==> src/rtl/mem_arbiter.sv <==
// Two-requester arbiter for one memory port: video has fixed priority, the CPU
// is guaranteed a grant after P_cpu_max_wait consecutive lost arbitrations.
module mem_arbiter #(
  parameter int P_addr_bits    = 16,
  parameter int P_data_bits    = 8,
  parameter int P_cpu_max_wait = 2
) (
  input  logic                   I_clock,
  input  logic                   I_reset,
  input  logic                   I_vid_req,
  input  logic [P_addr_bits-1:0] I_vid_addr,
  output logic                   O_vid_ack,
  output logic                   O_vid_valid,
  output logic [P_data_bits-1:0] O_vid_data,
  input  logic                   I_cpu_req,
  input  logic                   I_cpu_rdwr,
  input  logic [P_addr_bits-1:0] I_cpu_addr,
  input  logic [P_data_bits-1:0] I_cpu_wr_data,
  output logic                   O_cpu_ack,
  output logic                   O_cpu_valid,
  output logic [P_data_bits-1:0] O_cpu_data,
  output logic [P_addr_bits-1:0] O_mem_addr,
  output logic                   O_mem_rden,
  output logic                   O_mem_wren,
  output logic [P_data_bits-1:0] O_mem_data,
  input  logic [P_data_bits-1:0] I_mem_data
);

  localparam int WW = $clog2(P_cpu_max_wait + 1);
  localparam logic [WW-1:0] WAIT_MAX = WW'(P_cpu_max_wait);

  // Handshake: a requester raises req with its address/command and holds them
  // unchanged until it sees a one-cycle ack; the request is accepted in the
  // ack cycle. A requester whose ack is high in a cycle is not eligible in that
  // cycle, because it only reacts to the ack on the following edge.

  logic          vid_elig, cpu_elig, cpu_forced;
  logic          vid_win, cpu_win;
  logic [WW-1:0] wait_cnt, wait_cnt_nxt;
  logic [1:0]    tag_g, tag_s;  // {vid, cpu} read tags in grant cycle and the one after

  always_comb begin
    vid_elig     = I_vid_req & ~O_vid_ack;
    cpu_elig     = I_cpu_req & ~O_cpu_ack;
    cpu_forced   = (wait_cnt == WAIT_MAX);
    cpu_win      = cpu_elig & (~vid_elig | cpu_forced);
    vid_win      = vid_elig & ~cpu_win;
    wait_cnt_nxt = wait_cnt;
    if (cpu_win) begin
      wait_cnt_nxt = '0;
    end else if (cpu_elig && !cpu_forced) begin
      wait_cnt_nxt = wait_cnt + 1'b1;
    end
  end

  always_ff @(posedge I_clock) begin
    if (!I_reset) begin
      O_vid_ack   <= 1'b0;
      O_cpu_ack   <= 1'b0;
      O_mem_rden  <= 1'b0;
      O_mem_wren  <= 1'b0;
      O_mem_addr  <= '0;
      O_mem_data  <= '0;
      O_vid_valid <= 1'b0;
      O_cpu_valid <= 1'b0;
      O_vid_data  <= '0;
      O_cpu_data  <= '0;
      tag_g       <= 2'b00;
      tag_s       <= 2'b00;
      wait_cnt    <= '0;
    end else begin
      O_vid_ack  <= vid_win;
      O_cpu_ack  <= cpu_win;
      O_mem_rden <= vid_win | (cpu_win & I_cpu_rdwr);
      O_mem_wren <= cpu_win & ~I_cpu_rdwr;
      if (vid_win) begin
        O_mem_addr <= I_vid_addr;
      end else if (cpu_win) begin
        O_mem_addr <= I_cpu_addr;
      end
      if (cpu_win && !I_cpu_rdwr) begin
        O_mem_data <= I_cpu_wr_data;
      end
      // Memory data arrives the cycle after the strobe; it is captured then and
      // presented one cycle later to whichever requester issued the read.
      tag_g       <= {vid_win, cpu_win & I_cpu_rdwr};
      tag_s       <= tag_g;
      O_vid_valid <= tag_s[1];
      O_cpu_valid <= tag_s[0];
      if (tag_s[1]) begin
        O_vid_data <= I_mem_data;
      end
      if (tag_s[0]) begin
        O_cpu_data <= I_mem_data;
      end
      wait_cnt <= wait_cnt_nxt;
    end
  end

endmodule

==> config.mk <==
export PLATFORM = sky130hd
export DESIGN_NAME = mem_arbiter
export DESIGN_NICKNAME = d
export VERILOG_FILES = /design/src/rtl/mem_arbiter.sv
export SDC_FILE = /design/constraint.sdc
export NUM_CORES = 1
export LEC_CHECK = 0
export ABC_AREA = 1
export CAP_MARGIN = 20
export CORE_MARGIN = 8
export CORE_UTILIZATION = 37
export DETAILED_ROUTE_END_ITERATION = 8
export PLACE_DENSITY = 0.85
export SLEW_MARGIN = 20
export SYNTH_ARGS = -nofsm -noshare
export SYNTH_HDL_FRONTEND = slang
export SYNTH_SLANG_ARGS = --single-unit
==> constraint.sdc <==
create_clock -name I_clock -period 1.25 [get_ports I_clock]
set_input_delay 0.1875 -clock I_clock [delete_from_list [all_inputs] [get_ports I_clock]]
set_output_delay 0.1875 -clock I_clock [all_outputs]
set_load 0.02 [all_outputs]
After elaboration in Yosys (flattened, before gate mapping)
Cells that the tools add are included.
{"block": "totals", "word_cells": 37, "output_inout_bits": 46, "regBits": 52, "inputBits": 53}
{"block": "classes", "eq_ne": 1, "n_reduce_logical": 6, "n_bitwise": 14, "muxes": 2, "n_addsub": 1}
{"cell": "$mux W16", "n": 2}
{"cell": "$and A1 B1 Y1", "n": 6}
{"cell": "$not A1 Y1", "n": 6}
{"cell": "$add A2 B1 Y2 const B", "n": 1}
{"cell": "$eq A2 B2 Y1 const B", "n": 1}
{"cell": "$logic_and A1 B1 Y1", "n": 2}
{"cell": "$logic_not A1 Y1", "n": 2}
{"cell": "$or A1 B1 Y1", "n": 2}
{"cell": "$reduce_bool A2 Y1", "n": 1}
{"cell": "$reduce_or A2 Y1", "n": 1}

Depth between registers and ports, before layout
Gate-level depths: netlist of the first run.
{"block": "logic_depth", "ltp_word": 8, "ltp_mapped": 10, "ltp_nobuf": 9}

Least setup slack after synthesis of the first run
Ideal clock, no wire load.
{"block": "synth_path", "path_kind": "register to register", "startpoint": "register wait_cnt[0]", "endpoint": "register O_mem_data[0]", "path_buffers": 1, "stages_incl_launch_ff": 11, "required_time_ps": 1185, "slack_ps": -53, "arrival_ps": 1238, "setup_time_ps": 65, "synth_period_minus_slack_ps": 1303, "cell_sequence": "dfxtp_1 > inv_1 > ha_1 > inv_1 > nand3_1 > nand2_1 > buf_6 > inv_2 > nand2_2 > nor2_1 > nor2_1"}
{"block": "synth_via", "elab_chain_cells": 4}
{"item": "start: declaration", "line": "39", "source": "logic [WW-1:0] wait_cnt, wait_cnt_nxt;"}
{"item": "start signal: assignment", "line": "96", "source": "wait_cnt <= wait_cnt_nxt;"}
{"item": "$eq A2 B2 Y1", "line": "45", "source": "cpu_forced = (wait_cnt == WAIT_MAX);"}
{"item": "$or A1 B1 Y1", "line": "46", "source": "cpu_win = cpu_elig & (~vid_elig | cpu_forced);"}
{"item": "$and A1 B1 Y1", "line": "46"}
{"item": "$logic_and A1 B1 Y1", "line": "81", "source": "if (cpu_win && !I_cpu_rdwr) begin"}
{"item": "end signal: assignment", "line": "82", "source": "O_mem_data <= I_cpu_wr_data;"}
{"item": "end: declaration", "line": "25", "source": "output logic [P_data_bits-1:0] O_mem_data,"}
No other way between the ends.
A chain may end at the register's enable or synchronous reset.

Worst setup path after layout of the first run
{"block": "layout_path", "startpoint": "register wait_cnt[0]", "endpoint": "register O_mem_data[5]"}
Same word-level chain as after synthesis.

==> results.toml, run 1 <==
[synthesis]
syn_nets = 345
synth_seq_cells = 51
syn_inst = 291
yosysSeqAreaShare = 0.489
yosys_warnings = 0
syn_avg_cell_area_sq_um = 7.18
synth_cell_type_count = 18
syn_area_sq_um = 2090

[sta]
holdWs_ps = 425
setup_viol_count_final = 22
finalCritPeriodShare = 1.04
report.final.slew_viol_count = 0
setup_slack_ps = -55.6
fin_crit_ps = 1310
slew_headroom = 0.789
worst_pin_slew_ps = 316
fin_tns_setup_ps = -685
rsz0062_at_grt = "true"
finClkSkew_ps = 7.03
max_freq_ghz = 0.766
finalHoldViolCount = 0

[global_routing]
grt_max_degree = 47
use_met3 = 0.0436
grt_pass1_vias = 2144
grt_most_used_layer = "met2"
grtUsageMet2 = 0.257
track_usage = 0.146
grt_use_met1 = 0.170
grt-ovfl-total = 0
grt_pass1_wl_um = 10300
antenna_found_initial = 0

[clocking]
clk_path_buf_depth = 2
clk_latency_ps = 300
cts.reportedPaths.clkPinSlew_ps = 90
numCtsBuffers = 5
clkSinkCount = 51
cts_root_buf = "clkbuf_8"
htreeDepth = 2
postCtsHoldBufs = 0
cts_tree = "done"

[min_path]
min_from = "tag_g[0]$_SDFF_PN0_"
hold_path_class = "reg2reg"

[worst_setup_path]
crit_buf_inv = 3
cp_data_arrival_time_ps = 1550
crit_fanout = 8
path_common_cell = "inv_2"
timing.rr.start = "wait_cnt[0]$_SDFFE_PP0P_"
slowest_stage = "dfxtp_2"
cpPeakStageDelay_ps = 340
cp-end-kind = "flip-flop"
cp_data_required_time_ps = 1490
startpoint_type = "flip-flop"
critPathLaunch = "wait_cnt[0]$_SDFFE_PP0P_"
crit_family = "simple AND/OR/NAND/NOR gates"
path_class = "reg2reg"
path_cells = "inv_2, ha_4, inv_2, nand3_2, nand2_4, buf_6, nor2_4, o21ai_1, nor2_1"

[final_layout]
layout-drive-gt1-share = 0.120
nets = 453
num_antenna_cells = 0
final_cell_mix = "nor2_1 (52), clkdlybuf4s50_1 (52), dfxtp_1 (48), dlygate4sd2_1 (44), inv_1 (43)"
area_growth_pct = 61.3
final_cells = 472

[power]
swShare = 0.293
p_sw_mw = 1.06
combPwrFrac = 0.237
power.total_mw = 3.60
power_density_nw_per_um2 = 1070
p_leak_nw = 1.82
share_seq_of_total_power = 0.494
clockPowerShare = 0.269
power.internal_mw = 2.54
ir_drop_mv = 0.613

[floorplanning]
die_width_um = 91.2
die_h_um = 91.2
rows = 27
core_area_sq_um = 5470
start_util = 0.382
die-area_sq_um = 8310
ios = 99

[route]
drcViolationCount = 0
vias = 2133
totalWireLength_um = 6290
firstDrtPassIters = 4
drtAntennaViolNets = 0
via_per_inst = 4.52
drt_iter0_drc = 64
avgRoutedWirePerCell_um = 13.3

[placement]
pre_cts_slack_ps = -229
gp_congestion = 0.769
place_inst = 458
io_buffers = 98
dp_hpwl_um = 4530

[job]
cap_violations = 0

[run_status]
violations = "setup timing"
status = "finished with violations"
[metrics by stage]
step / cell area [sq um] / utilization
floorplan: 2090 / -
detailed placement: 3210 / 0.587
finish: 3370 / 0.616
global placement: 3210 / 0.587
CTS: 3320 / 0.607
global route: 3370 / 0.616
[synthesized netlist by cell type]
cell type	n	area (sq um)
buf_6	2	22.5
o21ai_4	1	16.3
inv_2	2	7.51
o21ai_2	1	8.76
nand3_1	34	170
nor2_4	2	22.5
ha_1	1	12.5
or2_2	1	6.26
nand2_2	2	12.5
o21ai_0	37	185
clkbuf_1	6	22.5
nand2_1	42	158
o21ai_1	3	15.0
nor2_1	52	195
buf_2	6	30.0
inv_1	45	169
a21oi_1	3	15.0
dfxtp_1	51	1020
[final timing paths]
| path | end | slack (ps) | cells after the start |
|---|---|---|---|
| hold / removal | tag_s[0]$_SDFF_PN0_ | 430 | 2 |
| hold reg to reg | tag_s[0]$_SDFF_PN0_ | 430 | 2 |
| setup / recovery | O_mem_data[5]$_SDFFE_PN0P_ | -60 | 9 |
| setup reg to reg | O_mem_data[5]$_SDFFE_PN0P_ | -60 | 9 |
[power by group through the flow]
stage,sequential [mW],combinational [mW],clock [mW]
2_1_floorplan,1.92,0.288,0
3_3_place_gp,1.81,0.846,0
3_5_place_dp,1.82,0.859,0
4_1_cts,1.78,0.839,1.00
5_1_grt,1.79,0.928,1.07
6_report,1.78,0.852,0.969
[layout make-up]
class / count / area, sq um
fill: 509 / 2100
inverter: 47 / 179
sequential: 51 / 1020
multi-input combinational: 180 / 881
clock inverter: 3 / 22.5
tap: 72 / 90.1
clock buffer: 5 / 68.8
timing repair buffer: 114 / 1100
[kinds of logic after synthesis]
kind of cell	count (synthesis)	share of synthesized area
adders and majority gates	1	0.00599
AOI/OAI and AO/OA	45	0.115
and+or+nand+nor	133	0.270
buffers and inverters	61	0.120
DFF	51	0.489
[registers in the layout, indices dropped and copies added, names as in the netlist]
name and count:
wait_cnt 2, O_mem_rden 1, O_cpu_data 8, O_vid_ack 1
O_vid_data 8, O_vid_valid 1, O_mem_wren 1, tag_g 1
O_cpu_ack 1, O_cpu_valid 1, tag_s 2, O_mem_data 8
O_mem_addr 16
[per-layer routing]
layer  wire length [um]  vias to the layer above
met5                  0                        -
met3                366                        2
met4                 25                        0
li1                   -                     1113
met2               3180                       57
met1               2720                      961
[repair_timing]
action / 4_1_cts / 5_1_grt
buffers inserted: 2 / 1
setup endpoints to repair: 75 / 30
pin swaps: 6 / 2
cloned: 3 / 0
resized for setup: 69 / 11
[worst register-to-register path: stages, from the launching register on]
cell	delay, ps
dfxtp_2	340
inv_2	70
ha_4	130
inv_2	40
nand3_2	80
nand2_4	80
buf_6	130
nor2_4	200
o21ai_1	90
nor2_1	90
Power figures use the tool's default switching activity.
==> inputs of run 2 (changes only) <==
ABC_AREA = default   (was 1)
PLACE_DENSITY = 0.83   (was 0.85)
==> results.toml, run 2 <==
[run_status]
status = "finished with violations"
violations = "setup timing"

[synthesis]
yosysSeqAreaShare = 0.468
synth.most_common_cell = "dfxtp_1"
syn_inst = 216
async_flop_share = 0
synth_cell_type_count = 27
synth_top_area_cell = "dfxtp_1"
synth_seq_cells = 51
synthTopCellsByArea = "dfxtp_1 (47%), mux2i_1 (11%), o311a_1 (7.3%)"
yosys_warnings = 0
synth_top_cell_area_share = 0.468
syn_avg_cell_area_sq_um = 10.1
syn_nets = 270
syn_area_sq_um = 2180
synth_flop_cell = "dfxtp_1"
ys_top_cells_by_count = "dfxtp_1 (51), mux2i_1 (24), and3_1 (18), nand2_1 (18), nor2b_1 (18)"
synth_edf_count = 0

[sta]
holdWs_ps = 312
report.final.slew_viol_count = 0
setup_viol_count_final = 31
fin_crit_ps = 1510
max_freq_ghz = 0.663
fin_tns_setup_ps = -6200
finClkSkew_ps = 5.84
rsz0062_at_grt = "true"
setup_slack_ps = -258
worst_pin_slew_ps = 534
slew_headroom = 0.644
finalCritPeriodShare = 1.21
finalHoldViolCount = 0

[clocking]
clk_path_buf_depth = 2
cts_root_buf = "clkbuf_8"
cts.reportedPaths.clkPinSlew_ps = 100
htreeDepth = 2
cts_tree = "done"
numCtsBuffers = 5
postCtsHoldBufs = 0
clk_latency_ps = 300
clkSinkCount = 51

[route]
via_per_inst = 5.09
avgRoutedWirePerCell_um = 16.5
totalWireLength_um = 6860
drtAntennaViolNets = 0
firstDrtPassIters = 5
drcViolationCount = 0
vias = 2118
drt_iter0_drc = 35

[worst_setup_path]
cp_data_arrival_time_ps = 1740
path_class = "reg2reg"
startpoint_type = "flip-flop"
cp_data_required_time_ps = 1490
crit_fanout = 6
cp-end-kind = "flip-flop"

[floorplanning]
die-area_sq_um = 8610
core_area_sq_um = 5820
die_h_um = 92.8
rows = 28
die_width_um = 92.8
start_util = 0.375
ios = 99

[final_layout]
final_common_cell = "clkdlybuf4s50_1"
area_growth_pct = 73.7
layout-drive-gt1-share = 0.238
num_antenna_cells = 0
nets = 394
regMostFlops = "O_mem_addr"
final_cell_mix = "clkdlybuf4s50_1 (49), dfxtp_1 (47), dlygate4sd2_1 (46), mux2i_1 (24), buf_4 (24)"
largest_reg_flops = 16
postLayoutCellArea_sq_um = 3790
regArea_sq_um = 1030
nFillCells = 493
multi_input_area_sq_um = 1260

[power]
power_density_nw_per_um2 = 1000
p_leak_nw = 1.73
ir_drop_mv = 0.529

[global_routing]
track_usage = 0.159
grt_max_degree = 29
antenna_found_initial = 0
grt_pass1_wl_um = 11100
grt_pass1_vias = 2249
grt-ovfl-total = 0

[placement]
gp_congestion = 0.757
dp_hpwl_um = 4510
post_dp_cell_area_sq_um = 3360
io_buffers = 98

[job]
cap_violations = 0

[min_path]
hold_path_class = "in2reg"
==> run 2: changes by cell type in the layout (fill, tap and decap cells not counted), moves of 7 or more <==
| cell | delta |
|---|---|
| nor2_1 | -52 |
| inv_1 | -43 |
| nand3_1 | -31 |
| o21ai_0 | -29 |
| mux2i_1 | +24 |
| nand2_1 | -22 |
| buf_4 | +18 |
| nor2b_1 | +18 |
| and3_4 | +17 |
| or3_1 | +17 |
| o311a_1 | +16 |
| a21boi_0 | +11 |
| o21ai_1 | -9 |
| a21boi_1 | +7 |
==> run 2: area by class of cell <==
type / count / share of cell area
Tap cell: 75 / 0.0247
Sequential cell: 51 / 0.272
Timing Repair Buffer: 133 / 0.340
Multi-Input combinational cell: 148 / 0.332
Clock inverter: 3 / 0.0119
Clock buffer: 5 / 0.0181
Inverter: 1 / 0.000990
==> run 2: worst paths after layout <==
| check | start | end | slack, ps | depth (start not counted) |
|---|---|---|---|---|
| max | wait_cnt[0]$_SDFFE_PP0P_ | wait_cnt[1]$_SDFFE_PP0P_ | -260 | 5 |
| min | I_reset | O_mem_addr[9]$_SDFFE_PN0P_ | 310 | 2 |
| max reg2reg | wait_cnt[0]$_SDFFE_PP0P_ | wait_cnt[1]$_SDFFE_PP0P_ | -260 | 5 |
| min reg2reg | tag_g[0]$_SDFF_PN0_ | tag_s[0]$_SDFF_PN0_ | 440 | 1 |
==> run 2: cells by family (layout without fill, tap and decap cells) <==
logic type | after synthesis | in the layout | synth area share
simple gates | 85 | 88 | 0.236
flops | 51 | 51 | 0.468
compound gates | 35 | 35 | 0.139
mux | 24 | 24 | 0.110
buf+inv | 20 | 142 | 0.0424
fa+ha+maj | 1 | 1 | 0.00573
==> run 2: critical path, stage by stage (launching register included) <==
cell      delay (ps)
dfxtp_2          350
inv_2             50
ha_4             180
or3b_4           370
or3_1            350
a21boi_1         140
==> run 2: repair_timing <==
| item | 4_1_cts | 5_1_grt |
|---|---|---|
| pin swaps | 18 | 6 |
| endpoints found under the hold margin | 0 | 0 |
| gates resized for setup | 87 | 6 |
| endpoints found under the setup margin | 75 | 32 |
| setup buffers | 13 | 4 |
| gates cloned | 5 | 0 |
==> run 2: power breakdown <==
part           switching [mW]  internal (mW)
clock                   0.578          0.606
sequential             0.0450           1.71
combinational           0.370          0.499
==> run 2: metal layers <==
layer  vias up  global-route usage  part of all wire
met5         -                   0                 0
met4         0              0.0604             0.024
met3        14              0.0437             0.058
met2        71               0.272              0.50
met1      1003               0.186              0.42
li1       1030                   -                 -
==> run 2: per-stage QoR <==
stage               setup WS, ps   util  power [mW]  cells
floorplan                   -159      -        2.16    216
global placement            -451  0.577        2.57    387
detailed placement          -523  0.577        2.59    387
CTS                         -232  0.646        3.81    413
global route                -301  0.652        3.99    416
finish                      -258  0.652        3.81    416
==> inputs of run 3 (changes only) <==
CORE_MARGIN = default   (was 8)
CTS_BUF_LIST = sky130_fd_sc_hd__clkbuf_8 sky130_fd_sc_hd__clkbuf_16   (was default)
==> results.toml, run 3 (synthesis gave the netlist of run 2 again) <==
[job]
cap_violations = 0

[final_layout]
layout-drive-gt1-share = 0.202
regMostFlops = "O_mem_addr"
regArea_sq_um = 1030
multi_input_area_sq_um = 1270
postLayoutCellArea_sq_um = 3630
final_common_cell = "clkdlybuf4s50_1"
num_antenna_cells = 0
nets = 379
utilization = 0.647
largest_reg_flops = 16
nFillCells = 479
final_cell_mix = "clkdlybuf4s50_1 (50), dfxtp_1 (47), dlygate4sd2_1 (45), mux2i_1 (23)"
area_growth_pct = 66.1

[clocking]
cts_tree = "done"
clk_path_buf_depth = 2
numCtsBuffers = 5
clk_latency_ps = 300
clkSinkCount = 51
cts.reportedPaths.clkPinSlew_ps = 100
cts_root_buf = "clkbuf_8"
htreeDepth = 2

[sta]
finalCritPeriodShare = 1.18
max_freq_ghz = 0.676
setup_slack_ps = -229
setup_viol_count_final = 30
finalHoldViolCount = 0
report.final.slew_viol_count = 0
slew_headroom = 0.618
finClkSkew_ps = 7.25
worst_pin_slew_ps = 573
fin_crit_ps = 1480
rsz0062_at_grt = "true"

[route]
totalWireLength_um = 6060
firstDrtPassIters = 4
vias = 2051
avgRoutedWirePerCell_um = 15.2
drcViolationCount = 0
drt_iter0_drc = 68
drtAntennaViolNets = 0
via_per_inst = 5.15

[power]
power.total_mw = 3.75
power_density_nw_per_um2 = 1030
ir_drop_mv = 0.449
p_leak_nw = 1.64

[worst_setup_path]
rrSetupSlack_ps = -230
ff2ff_path_depth = 5
cpPeakStageDelay_ps = 390
cp_data_arrival_time_ps = 1710
timing.rr.start = "wait_cnt[0]$_SDFFE_PP0P_"
timing.rr.end = "wait_cnt[1]$_SDFFE_PP0P_"
cp_data_required_time_ps = 1480
path_cells = "inv_2, ha_4, or3b_4, or3_1, a21boi_1"
critPathLaunch = "wait_cnt[0]$_SDFFE_PP0P_"
crit_fanout = 3
startpoint_type = "flip-flop"
cp-end-kind = "flip-flop"
crit_end = "wait_cnt[1]$_SDFFE_PP0P_"
slowest_stage = "or3b_4"
path_class = "reg2reg"

[placement]
gp_congestion = 0.758
post_dp_cell_area_sq_um = 3360
io_buffers = 98
dp_hpwl_um = 3800

[floorplanning]
start_util = 0.389
die_width_um = 78.8
core_area_sq_um = 5610
rows = 27
die-area_sq_um = 6210
die_h_um = 78.8
ios = 99

[min_path]
hold_path_class = "in2reg"

[global_routing]
grt-ovfl-total = 0
grt_max_degree = 37
antenna_found_initial = 0
grt_pass1_wl_um = 9880
grt_pass1_vias = 2056
track_usage = 0.202

[run_status]
violations = "setup timing"
status = "finished with violations"
-- run 3: how the worst min path moves through the flow --
stage                                   start                     endpoint  slack (ps)  depth (start not counted)
final                                 I_reset  O_mem_addr[11]$_SDFFE_PN0P_         230                          2
after global routing                  I_reset  O_mem_addr[10]$_SDFFE_PN0P_         230                          2
after CTS                             I_reset  O_mem_addr[11]$_SDFFE_PN0P_         230                          2
after detailed placement  tag_g[0]$_SDFF_PN0_          tag_s[0]$_SDFF_PN0_         420                          1
after global placement    tag_g[0]$_SDFF_PN0_          tag_s[0]$_SDFF_PN0_         410                          1
after floorplan                    I_cpu_rdwr        O_mem_wren$_SDFF_PN0_         260                          1
-- run 3: worst max-delay path: cells and delay by family (launching register included) --
kind,cells,cell delay (ps)
adders and majority gates,1,160
AOI/OAI and AO/OA,1,120
DFF,1,340
buffers and inverters,1,50
and+or+nand+nor,2,740
-- run 3: through the flow --
step	TNS (ps)	hold slack [ps]	setup slack [ps]	cells
after floorplan	-1470	259	-159	216
after global placement	-11220	414	-469	385
after detailed placement	-12490	421	-548	385
after CTS	-3720	226	-255	398
after global routing	-5440	230	-301	398
final	-4060	233	-229	398
-- run 3: layout make-up --
class                   instances  area share
clock inverters                 2     0.00966
well taps                      72      0.0248
flip-flops and latches         51       0.284
repair buffers                118       0.309
multi-input cells             148       0.349
clock buffers                   6      0.0228
inverters                       1     0.00103
-- run 3: layer usage --
| metal | GRT usage | wire, um | vias to the layer above |
|---|---|---|---|
| li1 | - | - | 997 |
| met3 | 0.0460 | 300 | 8 |
| met1 | 0.239 | 2570 | 981 |
| met4 | 0.0818 | 87 | 0 |
| met2 | 0.352 | 3110 | 65 |
| met5 | 0 | 0 | - |
-- run 3: where the power goes --
part           total [mW]  switching [mW]  internal [mW]
sequential           1.76          0.0459           1.71
clock                1.19           0.540          0.648
combinational       0.804           0.355          0.449
-- run 3: timing repair --
action,in CTS,in global routing
gates cloned,3,0
setup buffers,3,1
hold buffers,0,0
setup endpoints to repair,76,32
resized for setup,71,15
pin swaps,11,11
